==> config.mk <==
export PLATFORM = sky130hd
export DESIGN_NAME = bnn_img_loader
export DESIGN_NICKNAME = d
export VERILOG_FILES = /design/src/rtl/bnn_pkg.sv /design/src/rtl/img_byte_packer.sv /design/src/rtl/bnn_img_loader.sv
export SDC_FILE = /design/constraint.sdc
export NUM_CORES = 1
export LEC_CHECK = 0
export CAP_MARGIN = 20
export CELL_PAD_IN_SITES_DETAIL_PLACEMENT = 1
export CELL_PAD_IN_SITES_GLOBAL_PLACEMENT = 2
export CORE_AREA = 2 2 361 363
export DETAILED_ROUTE_END_ITERATION = 10
export DIE_AREA = 0 0 363 365
export PLACE_DENSITY = 0.67
export SLEW_MARGIN = 20
export SYNTH_ARGS = -nofsm -noshare
export SYNTH_HDL_FRONTEND = slang
export SYNTH_SLANG_ARGS = --single-unit
==> constraint.sdc <==
create_clock -name clk -period 2.8 [get_ports clk]
set_input_delay 0.56 -clock clk [delete_from_list [all_inputs] [get_ports clk]]
set_output_delay 0.56 -clock clk [all_outputs]
set_load 0.01 [all_outputs]
==> src/rtl/bnn_pkg.sv <==
// rtl/bnn_pkg.sv - shared constants and FSM state type for the BNN image loader
package bnn_pkg;
    localparam int IMG_BITS = 904;
    localparam int PAD_BITS = 4;
    localparam int NUM_BYTES = 113;
    localparam int RESULT_W = 4;
    localparam logic [RESULT_W-1:0] RESULT_TIMEOUT = 4'hF;

    typedef enum logic [1:0] {FILL, RUN, DELIVER, CLEAR} loader_state_t;
endpackage

==> src/rtl/img_byte_packer.sv <==
// rtl/img_byte_packer.sv - MSB-first byte packer building the BNN image word
module img_byte_packer #(
    parameter int IMG_BITS  = 904,
    parameter int BYTE_W    = 8,
    parameter int PAD_BITS  = 4,
    parameter int NUM_BYTES = (IMG_BITS + BYTE_W - 1) / BYTE_W
) (
    input  logic                clk,
    input  logic                rst_n,
    input  logic                wr,
    input  logic [BYTE_W-1:0]   byte_data,
    input  logic                abort,
    input  logic                clr,
    output logic [IMG_BITS-1:0] img,
    output logic                last
);
    localparam int CNT_W = $clog2(NUM_BYTES);
    localparam logic [BYTE_W-1:0] PAD_MASK = BYTE_W'((1 << PAD_BITS) - 1);

    logic [CNT_W-1:0]  byte_cnt;
    logic [BYTE_W-1:0] wr_data;

    assign last    = wr && !abort && (byte_cnt == CNT_W'(NUM_BYTES - 1));
    // The final byte carries the padding LSBs, which the BNN expects as zeros.
    assign wr_data = last ? (byte_data & ~PAD_MASK) : byte_data;

    always_ff @(posedge clk or negedge rst_n) begin
        if (!rst_n) begin
            byte_cnt <= '0;
            img      <= '0;
        end else if (abort || clr) begin
            byte_cnt <= '0;
        end else if (wr) begin
            img[IMG_BITS - 1 - BYTE_W * int'(byte_cnt) -: BYTE_W] <= wr_data;
            byte_cnt <= last ? '0 : byte_cnt + 1'b1;
        end
    end
endmodule

==> src/rtl/bnn_img_loader.sv <==
// rtl/bnn_img_loader.sv - host-side BNN loader: fill image, run, deliver digit, clear
module bnn_img_loader #(
    parameter int IMG_BITS       = 904,
    parameter int BYTE_W         = 8,
    parameter int TIMEOUT_CYCLES = 65535
) (
    input  logic                clk,
    input  logic                rst_n,
    input  logic [BYTE_W-1:0]   rx_data,
    input  logic                rx_valid,
    output logic                rx_ready,
    input  logic                frame_abort,
    output logic [IMG_BITS-1:0] img_out,
    output logic                img_buffer_full,
    output logic                bnn_enable,
    output logic                bnn_clear,
    input  logic                result_ready,
    input  logic [3:0]          result_in,
    output logic                result_valid,
    output logic [3:0]          result_digit,
    input  logic                result_ack,
    output logic                rx_overrun,
    output logic                timeout_err
);
    import bnn_pkg::*;

    loader_state_t state;
    logic pk_wr;
    logic pk_abort;
    logic pk_clr;
    logic pk_last;

    assign rx_ready = (state == FILL);
    assign pk_wr    = rx_valid && rx_ready;
    assign pk_abort = frame_abort && rx_ready;
    assign pk_clr   = (state == CLEAR) && !result_ready;

    img_byte_packer #(
        .IMG_BITS (IMG_BITS),
        .BYTE_W   (BYTE_W),
        .PAD_BITS (PAD_BITS)
    ) u_packer (
        .clk       (clk),
        .rst_n     (rst_n),
        .wr        (pk_wr),
        .byte_data (rx_data),
        .abort     (pk_abort),
        .clr       (pk_clr),
        .img       (img_out),
        .last      (pk_last)
    );

    always_ff @(posedge clk or negedge rst_n) begin
        if (!rst_n) begin
            rx_overrun <= 1'b0;
        end else if (rx_valid && !rx_ready) begin
            rx_overrun <= 1'b1;
        end
    end

`ifdef BNN_TIMEOUT_EN
    logic [15:0] timeout_cnt;
`else
    assign timeout_err = 1'b0;
`endif

    always_ff @(posedge clk or negedge rst_n) begin
        if (!rst_n) begin
            state           <= FILL;
            img_buffer_full <= 1'b0;
            bnn_enable      <= 1'b0;
            bnn_clear       <= 1'b0;
            result_valid    <= 1'b0;
            result_digit    <= '0;
`ifdef BNN_TIMEOUT_EN
            timeout_cnt     <= '0;
            timeout_err     <= 1'b0;
`endif
        end else begin
            case (state)
                FILL: begin
                    if (pk_last) begin
                        state           <= RUN;
                        img_buffer_full <= 1'b1;
                        bnn_enable      <= 1'b1;
`ifdef BNN_TIMEOUT_EN
                        timeout_cnt     <= '0;
`endif
                    end
                end
                RUN: begin
                    if (result_ready) begin
                        result_digit <= result_in;
                        result_valid <= 1'b1;
                        bnn_enable   <= 1'b0;
                        state        <= DELIVER;
                    end
`ifdef BNN_TIMEOUT_EN
                    else if (timeout_cnt == 16'(TIMEOUT_CYCLES - 1)) begin
                        bnn_enable      <= 1'b0;
                        img_buffer_full <= 1'b0;
                        result_digit    <= RESULT_TIMEOUT;
                        result_valid    <= 1'b1;
                        timeout_err     <= 1'b1;
                        state           <= DELIVER;
                    end else begin
                        timeout_cnt <= timeout_cnt + 1'b1;
                    end
`endif
                end
                DELIVER: begin
                    if (result_ack) begin
                        result_valid <= 1'b0;
                        bnn_clear    <= 1'b1;
                        state        <= CLEAR;
                    end
                end
                CLEAR: begin
                    if (!result_ready) begin
                        bnn_clear       <= 1'b0;
                        img_buffer_full <= 1'b0;
                        state           <= FILL;
                    end
                end
                default: state <= FILL;
            endcase
        end
    end
endmodule

**Word-level counts from Yosys, hierarchy flattened**

Cells that the tools add are included.

- Bitwise gates (word level): 1
- Shifts and indexed selects: 2
- Equal/unequal tests: 8
- Reductions and logical operators: 23
- Mux-type cells: 20
- Add/subtract/negate cells: 3

Operators by type and width:

| operator | number |
|---|---|
| $shift A8 B33 Y911 const A | 1 |
| $shiftx A8 B33 Y911 | 1 |
| $bwmux W904 | 1 |
| $neg A32 Y33 | 1 |
| $mux W7 | 3 |
| $reduce_and A3 Y1 | 4 |
| $sub A10 B10 Y11 const A | 1 |
| $reduce_bool A2 Y1 | 5 |
| $mux W2 | 4 |
| $pmux W1 S2 | 4 |
| $pmux W2 S4 | 1 |
| $add A7 B1 Y7 const B | 1 |
| $eq A7 B7 Y1 const B | 1 |
| $logic_and A1 B1 Y1 | 6 |
| $mux W1 | 6 |
| $ne A2 B2 Y1 const B | 3 |
| $eq A2 B2 Y1 const B | 2 |
| $mux W4 | 1 |
| $reduce_and A2 Y1 | 2 |
| $reduce_and A4 Y1 | 1 |
| $logic_not A1 Y1 | 3 |
| $eq A2 B1 Y1 const B | 1 |
| $logic_not A2 Y1 | 1 |
| $ne A2 B1 Y1 const B | 1 |
| other kinds (2) | 2 |

- Register bits after elaboration: 922
- Logic and storage cells: 66

**Logic depth before layout (Yosys ltp)**

Gate-level depths: netlist of run 1.

- Depth after elaboration: 8
- Gate-level depth with buffers: 13
- Depth with buffers taken out: 7

**Hierarchy**

A second synthesis of run 1 with hierarchy kept.

- Cells, all modules: 2331
- Area, all modules: 36015.8 um2

Modules (own cells, without submodules):

| module | cells an instance | seq. area each (um2) | instances | area an instance (um2) |
|---|---|---|---|---|
| img_byte_packer | 2277 | 22796.9 | 1 | 35375.2 |
| bnn_img_loader | 54 | 275.3 | 1 | 640.6 |

**Worst setup path after synthesis of run 1**

Ideal clock, no wire load.

- Path kind: register to register
- Start point: reg u_packer.byte_cnt[0]
- End point: reg u_packer.img[48]
- Setup time: 0.125 ns
- Clock period less this slack: 2.965 ns
- Cell stages (with the launch flop): 12
- Required time: 2.675 ns
- Data arrival time: 2.840 ns
- Path slack: -0.165 ns
- Cells stage by stage: dfrtp_1 buf_2 buf_2 inv_1 ha_1 buf_4 or3_1 o22ai_2 nand3_1 buf_2 nor2_2 mux2_2

- Longest elaborated chain between the ends: 5

Ends and longest elaborated chain:

| element | line | source |
|---|---|---|
| start, declared | img_byte_packer.sv:20 | `logic [CNT_W-1:0] byte_cnt;` |
| start signal, assigned | img_byte_packer.sv:35 | `byte_cnt <= last ? '0 : byte_cnt + 1'b1;` |
| branches (longest 4 deep; another with $neg A32 Y33) | n/a |  |
| $bwmux W904 (*) | img_byte_packer.sv:34 | `img[IMG_BITS - 1 - BYTE_W * int'(byte_cnt) -: BYTE_W] <= wr_data;` |
| end signal, assigned by index | img_byte_packer.sv:34 |  |
| end, declared | img_byte_packer.sv:14 | `output logic [IMG_BITS-1:0] img,` |

Mark *: on every way between the ends.
A chain may end at the register's enable or synchronous reset.

**Worst setup path in the final report of run 1**

- Start point: reg u_packer.byte_cnt[0]
- End point: reg u_packer.img[70]

Same word-level chain as after synthesis.

==> run metrics, run 1 <==
status=completed; Tcrit/Tclk final=97.09%; Total Wirelength=151100 um; FFs w/ async S/R, synth=100.0%; vias in the first global route=26430; Crit path largest cell delay=480 ps; antenna violations before repair=4; Congestion Overflow GR=0; Max Clock Freq=0.3678 GHz; Routed WL per cell=28.70 um; Layout Cells excl Fill=5265; Slowest-stage cell, CP=or3b_1; post-route core utilization=42.37%; Post-DRT Antenna Nets=0; Max-slew headroom=43.22%; path depth of the worst reg2reg path=8; CP dominant cell by count=buf_4; P_leak=0.02557 uW; fillers=12930; yosys warns=0; FF+latch area=0.02307 mm^2; Hold Crit Depth=2; first-pass detailed-route iteration total=5; Post-Syn Area per Cell=15.50 um^2; initial DRC count=986; DIE AREA=0.1325 mm^2; clock skew=32.22 ps; wire length of the first global-routing pass=209800 um; Least-Margin Pin Slew=851.7 ps; area of the multi-input gates=0.01264 mm^2; CTS tree=yes; Boundary Pins=933; Buffers on Ports=931; TritonCTS Buffers=104; Synth Register Bits=922; crit path time final=2719 ps; max-slew violation count=0; Layout area overhead=50.95%; layout cells sized above 1=40.51%; FP Rows=132; Die W=363 um; Crit path arrival time=3310 ps; routability cong.=0.7994; Worst-path clk slew=60 ps; Post-synth EDFFs=0; Mapped Area=0.03612 mm^2; cells along the critical path=buf_4 -> buf_4 -> or3b_1 -> o32ai_4 -> nand3_1 -> buf_4 -> or2_2 -> mux2_2; hpwl dp=110300 um; Final Power=33300 uW; Unique masters post-synth=69; sequential area share after synthesis=63.88%; commonest cells after routing, fill and taps aside=clkdlybuf4s50_1, dfrtp_1, mux2_2, buf_4, buf_12; CP Class=reg -> reg; Peak VDD IR=553.4 uV; # DRC=0; Via-to-Cell Ratio=4.712; Clock Path Buffers=3; Power Density=610.8 mW/mm^2; Top FF cell, synth=dfrtp_1; clk root buf=clkbuf_16; Core ar.=0.1287 mm^2; Initial Util=28.07%; largest net degree at the start of global routing=91; H-tree Lvls=3; placed cells=5058; Net Count, Synth=2355; WHS=271.5 ps; GRT Resource Usage Total=22.31%; Worst Path Max Fanout=11; most common library cell in the layout ignoring fill and taps=clkdlybuf4s50_1; final net count=3532; setup_tns=0 ps; Worst setup SP type=flip-flop; CP required=3390 ps; Sink Count=922; cell count after synthesis=2330; die outline height=365 um; vias=24810; Final Hold Viols=0; Clk Latency, worst-skew pair=710 ps; slack of the worst reg-to-reg path=80 ps; Critical Path Sink Type=flip-flop; worst min-delay path class=in -> reg; max_cap viols=0; count of final setup violators=0
## what timing repair did
action | CTS | global route
buffers inserted | 8 | 7
endpoints found under the hold margin | 28 | 0
resized for setup | 28 | 20
hold buffers | 1 | 0
endpoints found under the setup margin | 531 | 215
cloned | 3 | 0
pin swaps | 6 | 10
## worst max-delay path, delay by kind of cell, from the launching register on
kind	cells	cell delay (ps)
simple gates	3	1030
buf+inv	3	600
flops	1	410
mux	1	320
compound gates	1	220
## layer usage
layer / global-route usage [%] / wire length [um] / up-vias
li1: - / - / 10610
met1: 26.84 / 61240 / 13320
met2: 38.50 / 75390 / 678
met3: 5.878 / 9270 / 194
met4: 7.762 / 5149 / 4
met5: 0 / 27 / -
## per-stage QoR
| step | area [um^2] | setup slack (ps) |
|---|---|---|
| after detailed placement | 50530 | -353.1 |
| after floorplan | 36220 | -17.41 |
| after CTS | 54380 | -3.165 |
| after global placement | 50530 | -354.0 |
| after global routing | 54510 | -10.11 |
| final | 54520 | 81.39 |
## state kept, by name, indices dropped and copies added, names as in the netlist
name,count
u_packer.img,904
u_packer.byte_cnt,7
result_digit,4
state,2
bnn_clear,1
bnn_enable,1
img_buffer_full,1
result_valid,1
rx_overrun,1
## power by group
group	switching (uW)	leakage, uW	internal [uW]	total, uW
logic	2860	0.0110	2090	4950
clock network	5880	0.00178	8480	14400
registers	265	0.0128	13700	14000
## cells in the mapped netlist (all sizes together) (2+ instances only)
master     n  area share (%)
a21o       2           0.042
a21oi      2           0.038
and2      10            0.17
and3       7            0.12
buf       46            0.71
clkbuf   115             1.2
dfrtp    922              64
ha         7            0.24
inv        9           0.094
mux2     865              27
mux2i      2           0.066
nand2     30            0.32
nand2b     8            0.14
nand3     50            0.96
nand3b     2           0.042
nand4     11            0.26
nor2      39            0.66
nor2b      2           0.035
nor3      23            0.62
nor3b      2           0.055
nor4b      2           0.090
o211a      2           0.055
o211ai     3           0.076
o21a       2           0.042
o21ai    109             1.5
o22ai      3            0.11
o2bb2ai    2           0.049
o31ai      3           0.062
o32ai      2            0.15
or2        8            0.14
or3       17            0.29
or3b       3           0.073
or4        2           0.042
xnor2      5            0.17
xor2       2           0.049
## final timing paths
check,startpoint,to
setup / recovery,u_packer.byte_cnt[0]$_DFFE_PN0P_,u_packer.img[70]$_DFFE_PN0P_
hold / removal,rx_data[5],u_packer.img[741]$_DFFE_PN0P_
setup reg to reg,u_packer.byte_cnt[0]$_DFFE_PN0P_,u_packer.img[70]$_DFFE_PN0P_
hold reg to reg,rx_overrun$_DFFE_PN0P_,rx_overrun$_DFFE_PN0P_
max in group asynchronous,rst_n,u_packer.img[543]$_DFFE_PN0P_
min in group asynchronous,rst_n,u_packer.img[119]$_DFFE_PN0P_
## kinds of logic (layout without fill, tap and decap cells)
group / Yosys count / after routing / synth area share, %
other cells: 1 / 2 / 0.01038
simple gates: 221 / 224 / 4.157
fa+ha+maj: 7 / 7 / 0.2425
flops: 922 / 922 / 63.88
buf+inv: 170 / 1426 / 2.002
xor+xnor: 7 / 7 / 0.2217
mux: 867 / 867 / 27.15
compound gates: 135 / 135 / 2.335
## cell type report
class                      count  area share (%)
antenna                        1        0.004590
clock buffer                 151           5.630
clock inverter                37           1.042
inverter                       9         0.06656
multi-input combinational   1241           23.19
sequential                   922           42.32
tap                         1675           3.844
timing repair buffer        1229           23.90
(Power assumes the default switching activity.)
==> run 2: changes to the inputs <==
Settings changed: SKIP_LAST_GASP set to 1.
==> run 2 against run 1 <==
Clock skew is 0.64 ps lower. Global-route usage stayed put. Count of clock-buffer cells in the layout stayed put. Sequential power hardly changed. Wire length hardly changed. Via count hardly changed. Die area stayed put. Worst hold slack worse by 1.2 ps. Non-clock buffer count stayed put. Sequential share of layout area hardly changed. Design area hardly changed.
==> run metrics, run 2 (synthesized netlist as in run 1, its figures left out) <==
status=completed; critical path's top delay family=simple AND/OR/NAND/NOR gates; Critical Path Sink Type=flip-flop; Largest regs=u_packer.img x904, u_packer.byte_cnt x7, result_digit x4; Worst Path Max Fanout=8; Crit. path cell count=9; vias=24820; commonest cells after routing, fill and taps aside=clkdlybuf4s50_1, dfrtp_1, mux2_2, buf_4, buf_12; Initial Util=28.07%; WHS=270.3 ps; Congestion Overflow GR=0; Peak VDD IR=553.4 uV; FP Rows=132; area of the multi-input gates=0.01263 mm^2; post-route core utilization=42.36%; H-tree Lvls=3; CP Class=reg -> reg; wire length of the first global-routing pass=209800 um; worst min-delay path class=in -> reg; Crit path arrival time=3320 ps; Sink Count=922; Layout area overhead=50.90%; Top reg by flops=u_packer.img; Total Wirelength=151000 um; layout cells sized above 1=40.46%; RSZ-0062 raised after global routing=true; DIE AREA=0.1325 mm^2; crit path time final=2740 ps; count of final setup violators=0; initial DRC count=1060; first-pass detailed-route iteration total=5; Worst setup SP type=flip-flop; Final Power=33290 uW; TritonCTS Buffers=104; hpwl dp=110300 um; Die W=363 um; routability cong.=0.7994; largest net degree at the start of global routing=91; Clk Latency, worst-skew pair=710 ps; Clock Path Buffers=3; Max-slew headroom=43.06%; # DRC=0; GRT Resource Usage Total=22.31%; Slowest-stage cell, CP=or3b_4; die outline height=365 um; Post-DRT Antenna Nets=0; Worst-path clk slew=60 ps; Crit path largest cell delay=460 ps; CP dominant cell by count=buf_12; most common library cell in the layout ignoring fill and taps=clkdlybuf4s50_1; CP required=3380 ps; Power Density=610.8 mW/mm^2; Core ar.=0.1287 mm^2; Tcrit/Tclk final=97.86%; CTS tree=yes; crit path buf inv count=3; antenna violations before repair=4; vias in the first global route=26430; clk root buf=clkbuf_16; max-slew violation count=0; Boundary Pins=933; Routed WL per cell=28.68 um; clock skew=31.58 ps; Buffers on Ports=931; Least-Margin Pin Slew=854.1 ps; Max Clock Freq=0.3649 GHz; fillers=12930; path depth of the worst reg2reg path=9; P_leak=0.02557 uW; max_cap viols=0; Final Hold Viols=0; setup_tns=0 ps; Via-to-Cell Ratio=4.714; FF+latch area=0.02307 mm^2; cells along the critical path=inv_4 -> ha_4 -> or3b_4 -> nor4b_4 -> o21ai_2 -> buf_12 -> or3_1 -> buf_12 -> mux2_2; Hold Crit Depth=2; final net count=3532; max FFs per register=904
[run 2: cell counts in the layout (fill, tap and decap cells not counted)]
Identical to the previous run, type by type.
[run 2: per-layer routing]
layer | global-route usage (%) | vias up | part of all wire, %
li1 | - | 10610 | -
met2 | 38.50 | 695 | 50
met4 | 7.762 | 4 | 3.4
met5 | 0 | - | 0.018
met3 | 5.878 | 195 | 6.3
met1 | 26.84 | 13310 | 40
[run 2: power by group]
group / total, uW / switching, uW / leakage, uW / internal, uW
Clock: 14300 / 5870 / 0.00178 / 8480
Combinational: 4950 / 2860 / 0.0110 / 2090
Sequential: 14000 / 263 / 0.0128 / 13700
[run 2: cell type report]
cell class	count	area share, %
multi-input combinational	1241	23.18
timing repair buffer	1229	23.89
antenna	1	0.004592
sequential	922	42.33
clock buffer	151	5.632
clock inverter	37	1.042
inverter	9	0.06658
tap	1675	3.845
[run 2: metrics by stage]
step | std cells | cell area, um^2 | worst slack [ps]
after floorplan | 2330 | 36220 | -17.41
after global placement | 5058 | 50530 | -354.0
after detailed placement | 5058 | 50530 | -353.1
after CTS | 5258 | 54380 | -3.165
after global routing | 5264 | 54500 | -33.45
final | 5265 | 54500 | 59.83
[run 2: timing repair]
action	in CTS	in global routing
cloned	3	0
hold buffers	1	0
endpoints found under the hold margin	28	0
setup buffers	8	7
pin swaps	6	10
gates resized for setup	28	16
setup endpoints to repair	531	215
[run 2: final timing paths]
kind	start	end	slack [ps]
max	u_packer.byte_cnt[0]$_DFFE_PN0P_	u_packer.img[77]$_DFFE_PN0P_	60
min	rx_data[5]	u_packer.img[741]$_DFFE_PN0P_	270
max reg2reg	u_packer.byte_cnt[0]$_DFFE_PN0P_	u_packer.img[77]$_DFFE_PN0P_	60
min reg2reg	rx_overrun$_DFFE_PN0P_	rx_overrun$_DFFE_PN0P_	470
max in group asynchronous	rst_n	u_packer.img[543]$_DFFE_PN0P_	1270
min in group asynchronous	rst_n	u_packer.img[119]$_DFFE_PN0P_	470
==> run 3: changes to the inputs <==
Settings changed: ABC_AREA set to 1, CORE_AREA 2 2 361 363 to unset, CORE_ASPECT_RATIO set to 0.9, CORE_MARGIN set to 2, CORE_UTILIZATION set to 27, CTS_BUF_LIST set to sky130_fd_sc_hd__clkbuf_4, DIE_AREA 0 0 363 365 to unset, PLACE_DENSITY 0.67 to 0.74.
==> run 3 against run 2 <==
Worst hold slack worse by 130 ps. Utilization is 2.7 points lower. Synthesized cell count rose by 90%. Via count increased by 49%. Register-to-register slack improved by 70 ps. Sequential share of layout area fell by 0.71 points. Sequential cell count stayed put. Sequential power up 6%. Global-route usage is 3.8 points higher. First-iteration DRC count rose by 110%.
==> run metrics, run 3 <==
critical path's top delay family=buffers and inverters; Post-DRT Antenna Nets=0; Worst setup SP type=flip-flop; vias=36910; Least-Margin Pin Slew=1002 ps; Largest regs=u_packer.img x904, u_packer.byte_cnt x7, result_digit x4; placed cells=7309; area of the multi-input gates=0.01240 mm^2; clock skew=99.39 ps; reg2reg end=u_packer.img[652]$_DFFE_PN0P_; Worst-path clk slew=60 ps; Post-Syn Area per Cell=8.597 um^2; initial DRC count=2199; Congestion Overflow GR=0; crit path time final=2683 ps; max-slew violation count=0; Layout Cells excl Fill=7809; final net count=5808; Post-synth EDFFs=0; count of final setup violators=0; Total Wirelength=190900 um; Critical Path Sink Type=primary output; FP Rows=130; Post-DP Area=0.05258 mm^2; Max Clock Freq=0.3727 GHz; crit path capture=img_out[183]; P_int=23510 uW; die outline height=360.1 um; H-tree Lvls=5; post-synth top area share=60.64%; sequential area share after synthesis=60.64%; CP required=2240 ps; Core ar.=0.1397 mm^2; Tcrit/Tclk final=95.83%; # DRC=0; crit path buf inv count=1; Power Density=632.9 mW/mm^2; setup_tns=0 ps; Unique masters post-synth=29; max_cap viols=0; Net Count, Synth=4451; GRT Resource Usage Total=26.16%; Sequential Power Share=42.4%; crit path from=u_packer.img[183]$_DFFE_PN0P_; TritonCTS Buffers=287; DIE AREA=0.1440 mm^2; status=completed; post-route cell area=0.05543 mm^2; max FFs per register=904; Max-slew headroom=32.76%; most common library cell in the layout ignoring fill and taps=nand2_1; Via-to-Cell Ratio=4.727; most numerous cell in the Yosys netlist=nand2_1; Mapped Area=0.03805 mm^2; P_leak=0.03050 uW; Crit. path cell count=1; Clk Latency, worst-skew pair=1230 ps; Slowest-stage cell, CP=clkdlybuf4s50_1; Buffers on Ports=931; hpwl dp=135100 um; Worst Path Max Fanout=2; Top reg by flops=u_packer.img; biggest area consumer among synthesized cells=dfrtp_1; clk root buf=clkbuf_4; first-pass detailed-route iteration total=5; Top FF cell, synth=dfrtp_1; CP Class=reg -> out; wire length of the first global-routing pass=274900 um; fillers=16520; Peak VDD IR=382.4 uV; antenna violations before repair=9; FF-to-FF Start=u_packer.byte_cnt[1]$_DFFE_PN0P_; commonest cells after routing, fill and taps aside=nand2_1, dfrtp_1, dlygate4sd2_1, nand3_1, inv_1; Psw=11570 uW; RSZ-0062 raised after global routing=true; switching share of total power=32.98%; largest net degree at the start of global routing=113; Boundary Pins=933; post-route core utilization=39.67%; FF+latch area=0.02307 mm^2; Die W=399.7 um; Crit path arrival time=2120 ps; Synth area leaders=dfrtp_1, nand2_1, nand3_1, inv_1, o21ai_0; vias in the first global route=38850; worst min-delay path class=in -> reg; Initial Util=27.23%; Sink Count=922; cell count after synthesis=4426; yosys warns=0; FFs w/ async S/R, synth=100.0%; slack of the worst reg-to-reg path=130 ps; Synth Register Bits=922; routability cong.=0.8104; Final Hold Viols=0; Clock Path Buffers=4; CTS tree=yes; layout cells sized above 1=15.47%; Layout area overhead=45.66%; path depth of the worst reg2reg path=11; Final Power=35080 uW; Routed WL per cell=24.44 um; clock power share=36.4%; Crit path largest cell delay=560 ps; cells along the critical path=clkdlybuf4s50_1; Logic pwr share=21.2%; Post-synth top cells=nand2_1, dfrtp_1, nand3_1
## run 3: cells by family after synthesis
group           after synthesis  share of synthesized area (%)
xor+xnor                      7                         0.1611
simple gates               2432                          27.12
compound gates              339                          4.485
flops                       922                          60.64
fa+ha+maj                     7                         0.2302
other cells                   1                       0.009855
buf+inv                     718                          7.356
## run 3: area by class of cell
type,count,area share [%]
antenna,13,0.05869
clock buffer,403,5.458
clock inverter,51,0.3522
inverter,435,2.946
multi-input combinational,2786,22.38
sequential,922,41.63
tap,1848,4.172
timing repair buffer,1351,23.01
## run 3: power groups by stage
| stage | clock (uW) | sequential [uW] | combinational, uW |
|---|---|---|---|
| after detailed placement | 0 | 15100 | 7790 |
| final | 12800 | 14900 | 7440 |
| after CTS | 13200 | 14900 | 7380 |
| after global routing | 13900 | 15000 | 8090 |
| after global placement | 0 | 15100 | 7680 |
| after floorplan | 0 | 15400 | 2440 |
## run 3: how the worst min path moves through the flow
stage	from	end	slack, ps	cells after the start
floorplan	rst_n	bnn_clear$_DFFE_PN0P_	260	0
global placement	rx_overrun$_DFFE_PN0P_	rx_overrun$_DFFE_PN0P_	440	1
detailed placement	rx_overrun$_DFFE_PN0P_	rx_overrun$_DFFE_PN0P_	460	1
CTS	rx_valid	rx_overrun$_DFFE_PN0P_	8	3
global route	rx_valid	rx_overrun$_DFFE_PN0P_	30	3
finish	rx_valid	rx_overrun$_DFFE_PN0P_	140	3
## run 3: layer usage
| layer | global-route usage (%) | routed length (um) | vias up |
|---|---|---|---|
| li1 | - | - | 16800 |
| met1 | 33.02 | 80930 | 18600 |
| met2 | 41.87 | 89090 | 1158 |
| met3 | 7.310 | 12830 | 355 |
| met4 | 10.89 | 8026 | 2 |
| met5 | 0 | 10 | - |
## run 3: per-stage QoR
stage / hold WS, ps / worst slack (ps)
2_1_floorplan: 264.4 / 423.7
3_3_place_gp: 441.9 / -250.8
3_5_place_dp: 459.1 / -326.6
4_1_cts: 8.257 / -173.1
5_1_grt: 30.21 / -69.90
6_report: 141.3 / 116.7
## run 3: worst reg2reg max path, stage by stage (launching register included)
cell	delay, ps
dfrtp_1	420
inv_1	90
ha_1	260
xor2_1	310
nand4_1	150
buf_4	200
nor2_2	300
nand2_1	300
nor2_1	170
buf_4	250
nand3_1	110
nand2_1	100
## run 3: repair_timing
item | in CTS | in global routing
endpoints found under the hold margin | 1262 | 0
setup buffers | 2 | 19
pin swaps | 0 | 6
gates cloned | 0 | 2
hold buffers | 11 | 0
endpoints found under the setup margin | 752 | 313
resized for setup | 729 | 51
==> edit: new RTL, config.mk and constraints of run 1 <==
`IMG_BITS` is set to 904 in 3 places; all go to 452.
--- a/src/rtl/bnn_pkg.sv
+++ b/src/rtl/bnn_pkg.sv
@@ -1,6 +1,6 @@
 // rtl/bnn_pkg.sv - shared constants and FSM state type for the BNN image loader
 package bnn_pkg;
-    localparam int IMG_BITS = 904;
+    localparam int IMG_BITS = 452;
     localparam int PAD_BITS = 4;
     localparam int NUM_BYTES = 113;
     localparam int RESULT_W = 4;
--- a/src/rtl/img_byte_packer.sv
+++ b/src/rtl/img_byte_packer.sv
@@ -1,6 +1,6 @@
 // rtl/img_byte_packer.sv - MSB-first byte packer building the BNN image word
 module img_byte_packer #(
-    parameter int IMG_BITS  = 904,
+    parameter int IMG_BITS  = 452,
     parameter int BYTE_W    = 8,
     parameter int PAD_BITS  = 4,
     parameter int NUM_BYTES = (IMG_BITS + BYTE_W - 1) / BYTE_W
--- a/src/rtl/bnn_img_loader.sv
+++ b/src/rtl/bnn_img_loader.sv
@@ -1,6 +1,6 @@
 // rtl/bnn_img_loader.sv - host-side BNN loader: fill image, run, deliver digit, clear
 module bnn_img_loader #(
-    parameter int IMG_BITS       = 904,
+    parameter int IMG_BITS       = 452,
     parameter int BYTE_W         = 8,
     parameter int TIMEOUT_CYCLES = 65535
 ) (
Interface: changed (resized img_out); port bits go from 933 to 481. No check against the original RTL was run, so the function may have changed too.
==> edit against run 1 <==
Critical path depth unchanged. Area after synthesis decreased by 49%. Wire length fell by 50%. Worst setup slack better by 74 ps. Via count down 48%. Synthesized cell count fell by 46%. Worst hold slack improved by 43 ps. Clock power fell by 46%. Power decreased by 45%. Final area decreased by 47%. Sequential cell count down 453. Critical path type unchanged. Largest power group unchanged. Highest routed layer is now met4.
==> edit: results (changes against run 1) <==
status:
  status: "finished clean"  # unchanged
pwr:
  swShare_pct: 27.78  # was 27.03%
  power_leakage_nw: 12.96  # was 25.57 nW
  ir_worst_vdd_uv: 506.9  # was 553.4 uV
sta:
  fin_ws_ps: 155.7  # was 81.39 ps
  worstMarginPinSlew_ps: 1039  # was 851.7 ps
  fin_skew_ps: 38.71  # was 32.22 ps
layout:
  utilization_pct: 22.47  # was 42.37%
  fill_cells: 14160  # was 12.93k
  reg_top3: "u_packer.img: 452 flops, u_packer.byte_cnt: 6 flops, result_digit: 4 flops"  # was u_packer.img: 904 flops, u_packer.byte_cnt: 7 flops, result_digit: 4 flops
  nets: 1888  # was 3532
  stdcell_count: 3584  # was 5265
  final_layout_size_suffix_gt1_share_pct: 37.47  # was 40.51%
synthesis:
  ys_top_cells_by_area: "dfrtp_1 (63%), mux2_2 (25%), o21ai_0 (2.1%)"  # was dfrtp_1 (64%), mux2_2 (27%), o21ai_0 (1.5%)
  yosys-top-cells-count: "dfrtp_1 (469), mux2_2 (416), o21ai_0 (77)"  # was dfrtp_1 (922), mux2_2 (851), clkbuf_1 (115)
  ys_seq_area_share_pct: 63.11  # was 63.88%
  syn-num-nets: 1274  # was 2355
  avgSynthCellArea_um2: 14.89  # was 15.50 um2
  synth_cell_types: 57  # was 69
routing:
  drt_iter0_markers: 627  # was 986
  wl_per_cell_um: 21.07  # was 28.70 um
  vias: 12830  # was 24.81k
  drtPass1Iterations: 4  # was 5
  wl_met1_mm: 31.04  # was 61.24 mm
  route.met3.wl_mm: 5.315  # was 9.270 mm
  top_layer: "met4"  # was met5
  dr_wl_met2_mm: 36.34  # was 75.39 mm
global_route:
  track_usage_pct: 11.14  # was 22.31%
  grt_start_max_net_pins: 58  # was 91
  use_met2_pct: 18.71  # was 38.50%
  grt_pass1_wl_mm: 106.6  # was 209.8 mm
  antenna_found_initial: 2  # was 4
  gr-usage-met1_pct: 13.43  # was 26.84%
  grtUsageMet3_pct: 3.210  # was 5.878%
worst_setup_path:
  worstSetupStartpoint: "state[1]"  # was u_packer.byte_cnt[0]
  crit_path_max_incr_delay_ps: 590  # was 480 ps
  critPathArrivalTime_ps: 3190  # was 3310 ps
  cp_max_fo: 8  # was 11
  cp_slowest_cell: "or4b_4"  # was or3b_1
clock_tree:
  clk_latency_ps: 650  # was 710 ps
  cts_setup_buffers: 0  # was 8
  htreeDepth: 2  # was 3
  cts_buffers: 57  # was 104
place:
  postPlaceCellArea_mm2: 0.02687  # was 0.05053 mm2
  gp_congestion: 0.7539  # was 0.7994
  dp_hpwl_mm: 55.05  # was 110.3 mm
  dp.cells: 3477  # was 5058
  dp_slack_ps: -302.2  # was -353.1 ps
worst_hold_path:
  worstHoldStart: "rx_data[7]"  # was rx_data[5]
[edit: cell count changes in the layout (fill, tap and decap cells not counted), sizes merged, moves of 12 or more]
cell and delta:
buf -149, clkbuf -69, clkdlybuf4s50 -452, clkinv -12, dfrtp -453, mux2 -441
nand3 -36, o21ai -29, or3 -14
[edit: cell type report]
| cell class | instances | share of cell area [%] |
|---|---|---|
| clock inverter | 22 | 1.086 |
| clock buffer | 82 | 5.817 |
| tap | 1675 | 7.250 |
| antenna | 1 | 0.008656 |
| sequential | 469 | 40.60 |
| multi-input combinational | 695 | 22.75 |
| timing repair buffer | 628 | 22.33 |
| inverter | 12 | 0.1558 |
[edit: power groups by stage]
stage / combinational, W / clock (W) / sequential (W)
after floorplan: 0.00101 / 0 / 0.00770
after global placement: 0.00312 / 0 / 0.00753
after detailed placement: 0.00314 / 0 / 0.00754
after CTS: 0.00315 / 0.00817 / 0.00743
after global routing: 0.00334 / 0.00839 / 0.00748
final: 0.00312 / 0.00784 / 0.00742
[edit: cells by family (layout without fill, tap and decap cells)]
kind of cell,Yosys count,after routing,synth area share [%]
other,1,2,0.02016
AO/OA/AOI/OAI,107,107,3.391
multiplexers,424,424,25.76
adder cells (fa/ha/maj),7,7,0.4709
flip-flops,469,469,63.11
AND/OR/NAND/NOR,147,147,4.891
XOR/XNOR,9,9,0.4643
buffers and inverters,85,744,1.897
[edit: path summary, 6_finish.rpt]
path,to,slack (ps),cells after the start
worst max-delay path,u_packer.img[225],160,8
worst min-delay path,u_packer.img[19],310,2
worst max register to register,u_packer.img[225],160,8
worst min register to register,rx_overrun,460,1
max in group asynchronous,u_packer.img[290],1350,4
min in group asynchronous,u_packer.img[273],400,2
